## src/rtl/display_out_overlay.sv

```systemverilog
// Registered display output stage: per-line colour overlay bands, explosion
// monochrome-red mode with frame-counted flash, fixed 2-cycle pixel latency.
`timescale 1ns/1ps
module display_out_overlay #(
  parameter int unsigned CW           = 4,
  parameter int unsigned LINE_W       = 9,
  parameter int unsigned RED_LO       = 32,
  parameter int unsigned RED_HI       = 63,
  parameter int unsigned GRN_LO       = 184,
  parameter int unsigned GRN_HI       = 239,
  parameter logic [7:0]  FLASH_FRAMES = 8'd8
) (
  input  logic            CLK,
  input  logic            RST,
  input  logic [3*CW-1:0] indata,
  input  logic            DT,
  input  logic            VS,
  input  logic            EXP,
  input  logic            OVL_EN,
  output logic [CW-1:0]   RD,
  output logic [CW-1:0]   GD,
  output logic [CW-1:0]   BD
);

  typedef enum logic [1:0] {
    BAND_NONE = 2'd0,
    BAND_RED  = 2'd1,
    BAND_GRN  = 2'd2
  } band_e;

  localparam logic [LINE_W-1:0] LINE_MAX = '1;
  localparam logic [31:0]       RED_SPAN = 32'(RED_HI - RED_LO);
  localparam logic [31:0]       GRN_SPAN = 32'(GRN_HI - GRN_LO);

  // Edge-detect history
  logic dt_d_q, vs_d_q, exp_d_q;
  logic vs_rise, dt_fall, exp_rise;

  // Frame/line state
  logic [LINE_W-1:0] line_cnt_q, line_cnt_d;
  logic [7:0]        flash_cnt_q, flash_cnt_d;
  logic              mono;

  // Band classification
  logic [31:0] line_ext, red_off, grn_off;
  band_e       band_d, band1_q;

  // Stage 1
  logic [3*CW-1:0] pix1_q;
  logic            dt1_q, mono1_q, ovl1_q;

  // Stage 2
  logic [CW-1:0] r1, g1, b1, max1;
  logic [CW-1:0] rd_d, gd_d, bd_d, rd_q, gd_q, bd_q;

  assign vs_rise  = VS & ~vs_d_q;
  assign dt_fall  = ~DT & dt_d_q;
  assign exp_rise = EXP & ~exp_d_q;

  assign mono = EXP | ((flash_cnt_q != '0) & flash_cnt_q[0]);

  // Range test as an unsigned offset compare: lo <= x <= hi  <=>  (x - lo) <= (hi - lo)
  assign line_ext = 32'(line_cnt_q);
  assign red_off  = line_ext - RED_LO;
  assign grn_off  = line_ext - GRN_LO;

  always_comb begin
    band_d = BAND_NONE;
    if (red_off <= RED_SPAN) begin
      band_d = BAND_RED;
    end else if (grn_off <= GRN_SPAN) begin
      band_d = BAND_GRN;
    end
  end

  always_comb begin
    line_cnt_d = line_cnt_q;
    if (vs_rise) begin
      line_cnt_d = '0;
    end else if (dt_fall && (line_cnt_q != LINE_MAX)) begin
      line_cnt_d = line_cnt_q + LINE_W'(1);
    end

    flash_cnt_d = flash_cnt_q;
    if (exp_rise) begin
      flash_cnt_d = FLASH_FRAMES;
    end else if (vs_rise && (flash_cnt_q != '0)) begin
      flash_cnt_d = flash_cnt_q - 8'd1;
    end
  end

  always_ff @(posedge CLK or posedge RST) begin
    if (RST) begin
      dt_d_q      <= 1'b0;
      vs_d_q      <= 1'b0;
      exp_d_q     <= 1'b0;
      line_cnt_q  <= '0;
      flash_cnt_q <= '0;
    end else begin
      dt_d_q      <= DT;
      vs_d_q      <= VS;
      exp_d_q     <= EXP;
      line_cnt_q  <= line_cnt_d;
      flash_cnt_q <= flash_cnt_d;
    end
  end

  always_ff @(posedge CLK or posedge RST) begin
    if (RST) begin
      pix1_q  <= '0;
      dt1_q   <= 1'b0;
      mono1_q <= 1'b0;
      ovl1_q  <= 1'b0;
      band1_q <= BAND_NONE;
    end else begin
      pix1_q  <= indata;
      dt1_q   <= DT;
      mono1_q <= mono;
      ovl1_q  <= OVL_EN;
      band1_q <= band_d;
    end
  end

  always_comb begin
    r1 = pix1_q[3*CW-1:2*CW];
    g1 = pix1_q[2*CW-1:CW];
    b1 = pix1_q[CW-1:0];

    max1 = r1;
    if (g1 > max1) max1 = g1;
    if (b1 > max1) max1 = b1;

    rd_d = '0;
    gd_d = '0;
    bd_d = '0;
    if (dt1_q) begin
      if (mono1_q || (ovl1_q && (band1_q == BAND_RED))) begin
        rd_d = max1;
      end else if (ovl1_q && (band1_q == BAND_GRN)) begin
        gd_d = max1;
      end else begin
        rd_d = r1;
        gd_d = g1;
        bd_d = b1;
      end
    end
  end

  always_ff @(posedge CLK or posedge RST) begin
    if (RST) begin
      rd_q <= '0;
      gd_q <= '0;
      bd_q <= '0;
    end else begin
      rd_q <= rd_d;
      gd_q <= gd_d;
      bd_q <= bd_d;
    end
  end

  assign RD = rd_q;
  assign GD = gd_q;
  assign BD = bd_q;

endmodule

```

## config.mk

```make
export PLATFORM = sky130hd
export DESIGN_NAME = display_out_overlay
export DESIGN_NICKNAME = d
export VERILOG_FILES = /design/src/rtl/display_out_overlay.sv
export SDC_FILE = /design/constraint.sdc
export NUM_CORES = 1
export LEC_CHECK = 0
export CAP_MARGIN = 10
export CORE_MARGIN = 2
export CORE_UTILIZATION = 50
export CTS_CLUSTER_DIAMETER = 80
export DETAILED_ROUTE_END_ITERATION = 6
export PLACE_DENSITY = 0.73
export REMOVE_ABC_BUFFERS = 1
export SLEW_MARGIN = 20
export SYNTH_ARGS = -nofsm -noshare
export SYNTH_HDL_FRONTEND = slang
export SYNTH_SLANG_ARGS = --single-unit
```

## constraint.sdc

```tcl
create_clock -name CLK -period 3.5 [get_ports CLK]
set_input_delay 0.7 -clock CLK [delete_from_list [all_inputs] [get_ports CLK]]
set_output_delay 0.7 -clock CLK [all_outputs]
set_load 0.02 [all_outputs]
```

==> Yosys cells after proc, flatten, opt, wreduce, memory -nomap -nowiden <==
Cells that the tools add are included.
{ "word_totals": {"register_bits": 48, "latchBits": 0, "mem_bits_rw": 0, "rom_bits": 0, "input_bits": 18, "out_inout_bits": 12, "elab_cells": 56, "mem_count": 0} }
{ "classes": {"addsub": 4, "n_mul": 0, "n_div": 0, "magnitude_cmp": 4, "eq_ne": 3, "shift": 0, "mux": 17, "n_bitwise": 8, "n_reduce_logical": 8} }
{ "ops": {"columns": ["operator", "n"], "rows": [
  ["$mux 4", 11],
  ["$le 32x5->1 const B", 1],
  ["$le 32x6->1 const B", 1],
  ["$mux 9", 2],
  ["$mux 8", 2],
  ["$sub 9x6->10 const B", 1],
  ["$sub 9x8->10 const B", 1],
  ["$add 9x1->9 const B", 1],
  ["$ne 9x9->1 const B", 1],
  ["$gt 4x4->1", 2],
  ["$reduce_bool 8->1", 1],
  ["$sub 8x1->8 const B", 1],
  ["$and 1x1->1", 4],
  ["$logic_and 1x1->1", 4],
  ["$mux 2", 2],
  ["$reduce_bool 2->1", 2],
  ["$not 1->1", 3],
  ["$eq 2x1->1 const B", 1],
  ["$eq 2x2->1 const B", 1],
  ["$logic_or 1x1->1", 1],
  ["$or 1x1->1", 1]
]} }

==> Depth between registers and ports, before layout <==
{ "depth": {"depth_word": 7, "mapped_depth": 13, "ltp_nobuf": 12} }

==> Least setup slack after synthesis <==
OpenSTA, ideal clock, no wires.
{ "synth_timing": {"path_kind": "reg2reg", "from": "register pix1_q[9]", "to": "register rd_q[3] (netlist: RD[3])", "setup_ns": 0.137, "t_arrival_ns": 2.479, "t_required_ns": 3.363, "path_slack_ns": 0.884, "path_stages_with_launch": 14, "path_buffers": 1, "period_less_slack_ns": 2.616, "path_cell_list": "dfrtp_1 inv_1 ha_1 nor2b_4 o211ai_4 a21bo_1 buf_6 a21oi_1 ha_1 nor2b_1 o211a_1 o21a_1 a211oi_1 o31ai_1"} }
{ "synth_via": {"elab_chain_len": 6} }
{ "synth_rtl": {"columns": ["item", "line", "source"], "rows": [
  ["from (decl)", "49", "logic [3*CW-1:0] pix1_q;"],
  ["from (signal assigned)", "116", "pix1_q <= indata;"],
  ["$gt 4x4->1", "130", "if (g1 > max1) max1 = g1;"],
  ["$mux 4 (*)", "130", null],
  ["$gt 4x4->1", "131", "if (b1 > max1) max1 = b1;"],
  ["$mux 4 (*)", "131", null],
  ["$mux 4 (*)", "137", "if (mono1_q || (ovl1_q && (band1_q == BAND_RED))) begin"],
  ["$mux 4 (*)", "136", "if (dt1_q) begin"],
  ["named net rd_d[3]", "54", "logic [CW-1:0] rd_d, gd_d, bd_d, rd_q, gd_q, bd_q;"],
  ["to (signal assigned)", "155", "rd_q <= rd_d;"],
  ["to (decl)", "54", null]
]} }
The timed path passes the listed nets; every way through them passes the cells marked *.
A chain may end at the register's enable or synchronous reset.

==> Worst setup path in the final report <==
{ "layout_timing": {"from": "register pix1_q[11]", "to": "register gd_q[2] (netlist: GD[2])"} }
{ "layout_via": {"elab_chain_len": 7} }
{ "layout_rtl": {"columns": ["item", "line", "source"], "rows": [
  ["$gt 4x4->1", "130", null],
  ["$mux 4 (*)", "130", null],
  ["$gt 4x4->1", "131", null],
  ["$mux 4 (*)", "131", null],
  ["$mux 4 (*)", "139", "end else if (ovl1_q && (band1_q == BAND_GRN)) begin"],
  ["$mux 4 (*)", "137", null],
  ["$mux 4 (*)", "136", null],
  ["named net gd_d[2]", "54", null],
  ["to (signal assigned)", "156", "gd_q <= gd_d;"],
  ["to (decl)", "54", null]
]} }
Marked as above.

==> impl_metrics.ini <==
[power_and_ir_drop]
p_int_w = 0.000932
pwr-share-comb = 0.242
ir_drop_mv = 0.368
sw_frac_of_total = 0.306
pwr-share-seq = 0.502
p_sw_w = 0.000410
cellPowerDensity_mw_per_mm2 = 490
p_leak_nw = 1.25
p_clk_frac = 0.256

[floorplanning]
die_h_um = 72.1
initial_core_util = 0.526
core-area_mm2 = 0.00441
rows = 24
dieArea_mm2 = 0.00520
ios = 30
fp.dieW_um = 72.1

[grt]
track_usage = 0.171
antenna_found_initial = 0
grt_pass1_vias = 1551
grt_max_degree = 49
gr-total-overflow = 0
grt_pass1_wl_um = 6870

[finish]
drive_gt1_frac = 0.0792
syn2layout_area_growth_pct = 18.0
final_cell_mix = 48 x dfrtp_1, 29 x clkdlybuf4s50_1, 23 x nor2_1
final_common_cell = dfrtp_1
diodes = 0
final_nets = 273
nFillCells = 366
final_util = 0.620

[drt]
routed_wl_um = 3940
drtAntennaViolNets = 0
drt_first_iter_violations = 78
drc = 1
drtPass1Iterations = 6
vias = 1556
wire_per_inst_um = 13.5
via_per_inst = 5.33

[placement]
gp_congestion = 0.860
numPortBuffers = 29
dpl.hpwl_um = 2890

[synthesis]
syn_area_mm2 = 0.00232
syn_inst = 207
syn_avg_cell_area_um2 = 11.2
yosysWarnings = 0
synth_cell_types = 44
seq_area_frac_synth = 0.518
yosys_register_bits = 48

[setup_path]
crit_path_start_kind = flip-flop
cp-end-kind = flip-flop
path_class = reg -> reg
regToRegSetupSlack_ns = 0.57
worstPathMaxFanout = 8
worstPathRequired_ns = 3.68
worstPathArrival_ns = 3.11

[timing]
slew_headroom = 0.470
drv_slew = 0
report.final.setup_viol = 0
fin_crit_ns = 2.93
period_share = 0.837
skew_ns = 0.00403
tightest_slew_ns = 0.794
max_freq_ghz = 0.341
hold_viol = 0
fin_tns_setup_ns = 0
rsz0062_at_grt = no

[clock_tree]
clkTransAtPathRegs_ns = 0.09
cts_sinks = 48
cts_htree_levels = 2
cts_tree = done
cts_buffers = 5
cts-resized-gates = 0
clockRootBuffer = clkbuf_8
worstSkewPairLatency_ns = 0.30
cts.path.max_buffers = 2
cts_hold_buf = 0
cts_setup_buffers = 0

[flow_run]
cap_violations = 0

[status]
status = finished with violations
violations = design-rule violations

[worst_hold_path]
hold_class = reg -> reg
-- flip-flops by register name, indices dropped and copies added, names as in the netlist --
| register | flops |
|---|---|
| dt1_q | 1 |
| band1_q | 2 |
| line_cnt_q | 9 |
| RD | 4 |
| vs_d_q | 1 |
| GD | 4 |
| ovl1_q | 1 |
| pix1_q | 12 |
| BD | 4 |
| mono1_q | 1 |
| flash_cnt_q | 8 |
| exp_d_q | 1 |
-- cell usage after synthesis --
| library cell | instances | area share |
|---|---|---|
| inv_1 | 10 | 0.016 |
| nand2_1 | 19 | 0.031 |
| or3_1 | 2 | 0.0054 |
| o21ai_0 | 1 | 0.0022 |
| nor2_1 | 23 | 0.037 |
| nor2b_1 | 2 | 0.0054 |
| mux2i_1 | 2 | 0.0086 |
| nor4b_2 | 1 | 0.0065 |
| xor2_1 | 11 | 0.042 |
| a21bo_1 | 1 | 0.0043 |
| o211a_1 | 1 | 0.0043 |
| nor2b_2 | 1 | 0.0038 |
| xnor2_1 | 7 | 0.026 |
| buf_1 | 1 | 0.0016 |
| or2_2 | 1 | 0.0027 |
| and3_1 | 1 | 0.0027 |
| nor2b_4 | 1 | 0.0059 |
| nand3_1 | 4 | 0.0086 |
| a21oi_1 | 11 | 0.024 |
| ha_1 | 16 | 0.086 |
| a211oi_1 | 5 | 0.016 |
| o31ai_1 | 8 | 0.026 |
| nand2b_1 | 2 | 0.0054 |
| and4_4 | 1 | 0.0049 |
| o21ai_1 | 1 | 0.0022 |
| and3b_1 | 1 | 0.0038 |
| nand4b_1 | 2 | 0.0076 |
| and2_1 | 4 | 0.011 |
| nor3_4 | 1 | 0.0070 |
| nor3b_4 | 1 | 0.0081 |
| a21boi_2 | 1 | 0.0049 |
| nand4_1 | 3 | 0.0081 |
| nor3b_1 | 1 | 0.0032 |
| dfrtp_1 | 48 | 0.52 |
| or3b_1 | 1 | 0.0038 |
| nor3_1 | 1 | 0.0022 |
| a21o_1 | 2 | 0.0065 |
| nand3b_1 | 2 | 0.0065 |
| a2111oi_2 | 1 | 0.0065 |
| buf_6 | 1 | 0.0049 |
| clkbuf_8 | 1 | 0.0059 |
| clkbuf_1 | 1 | 0.0016 |
| o211ai_4 | 1 | 0.0092 |
| o21a_1 | 1 | 0.0032 |
-- logic make-up after synthesis --
| group | Yosys count | synth area share |
|---|---|---|
| simple gates | 75 | 0.180 |
| flops | 48 | 0.518 |
| compound gates | 34 | 0.109 |
| xor+xnor | 18 | 0.0680 |
| fa+ha+maj | 16 | 0.0863 |
| buf+inv | 14 | 0.0302 |
| mux | 2 | 0.00863 |
-- per-layer routing --
layer	up-vias	wire length (um)	GRT usage
met5	-	0	0
met4	0	73	0.0755
met3	7	155	0.0403
met2	45	1960	0.282
met1	730	1750	0.214
li1	774	-	-
-- path summary, 6_finish.rpt --
kind | start | cells past startpoint | end
setup / recovery | pix1_q[11] | 11 | GD[2]
hold / removal | pix1_q[0] | 1 | BD[0]
setup reg to reg | pix1_q[11] | 11 | GD[2]
hold reg to reg | pix1_q[0] | 1 | BD[0]
max in group asynchronous | RST | 2 | pix1_q[4]
min in group asynchronous | RST | 2 | pix1_q[9]
-- critical path: stages, from the launching register on --
cell and delay [ns]:
dfrtp_1 0.40, inv_1 0.06, ha_1 0.33, a21oi_1 0.33, a21bo_1 0.28, a21oi_1 0.12, ha_1 0.29, nor2b_1 0.13
o211a_1 0.21, o21a_1 0.22, a211oi_1 0.29, o31ai_1 0.14
-- through the flow --
step / cell area [um^2] / setup slack, ns / std cells / total power [W] / hold slack, ns
final: 2740 / 0.570 / 292 / 0.00134 / 0.521
after global routing: 2740 / 0.364 / 292 / 0.00141 / 0.548
after CTS: 2740 / 0.572 / 292 / 0.00135 / 0.529
after detailed placement: 2640 / 0.620 / 284 / 0.00101 / 0.495
after global placement: 2640 / 0.703 / 284 / 0.00100 / 0.510
after floorplan: 2290 / 0.889 / 203 / 0.000902 / 0.470
-- cell type report --
class / instances / area, um^2 / area share
flip-flops and latches: 48 / 1200 / 0.439
multi-input cells: 145 / 1050 / 0.383
repair buffers: 29 / 290 / 0.106
clock buffers: 6 / 82.6 / 0.0302
well taps: 52 / 65.1 / 0.0238
inverters: 10 / 38.8 / 0.0142
clock inverters: 2 / 10.0 / 0.00366
-- power groups by stage --
stage,sequential [W],clock (W),combinational (W)
floorplan,0.000699,0,0.000203
CTS,0.000674,0.000354,0.000327
global route,0.000682,0.000367,0.000362
finish,0.000674,0.000343,0.000325
global placement,0.000683,0,0.000318
detailed placement,0.000684,0,0.000324
(Power assumes the default switching activity.)
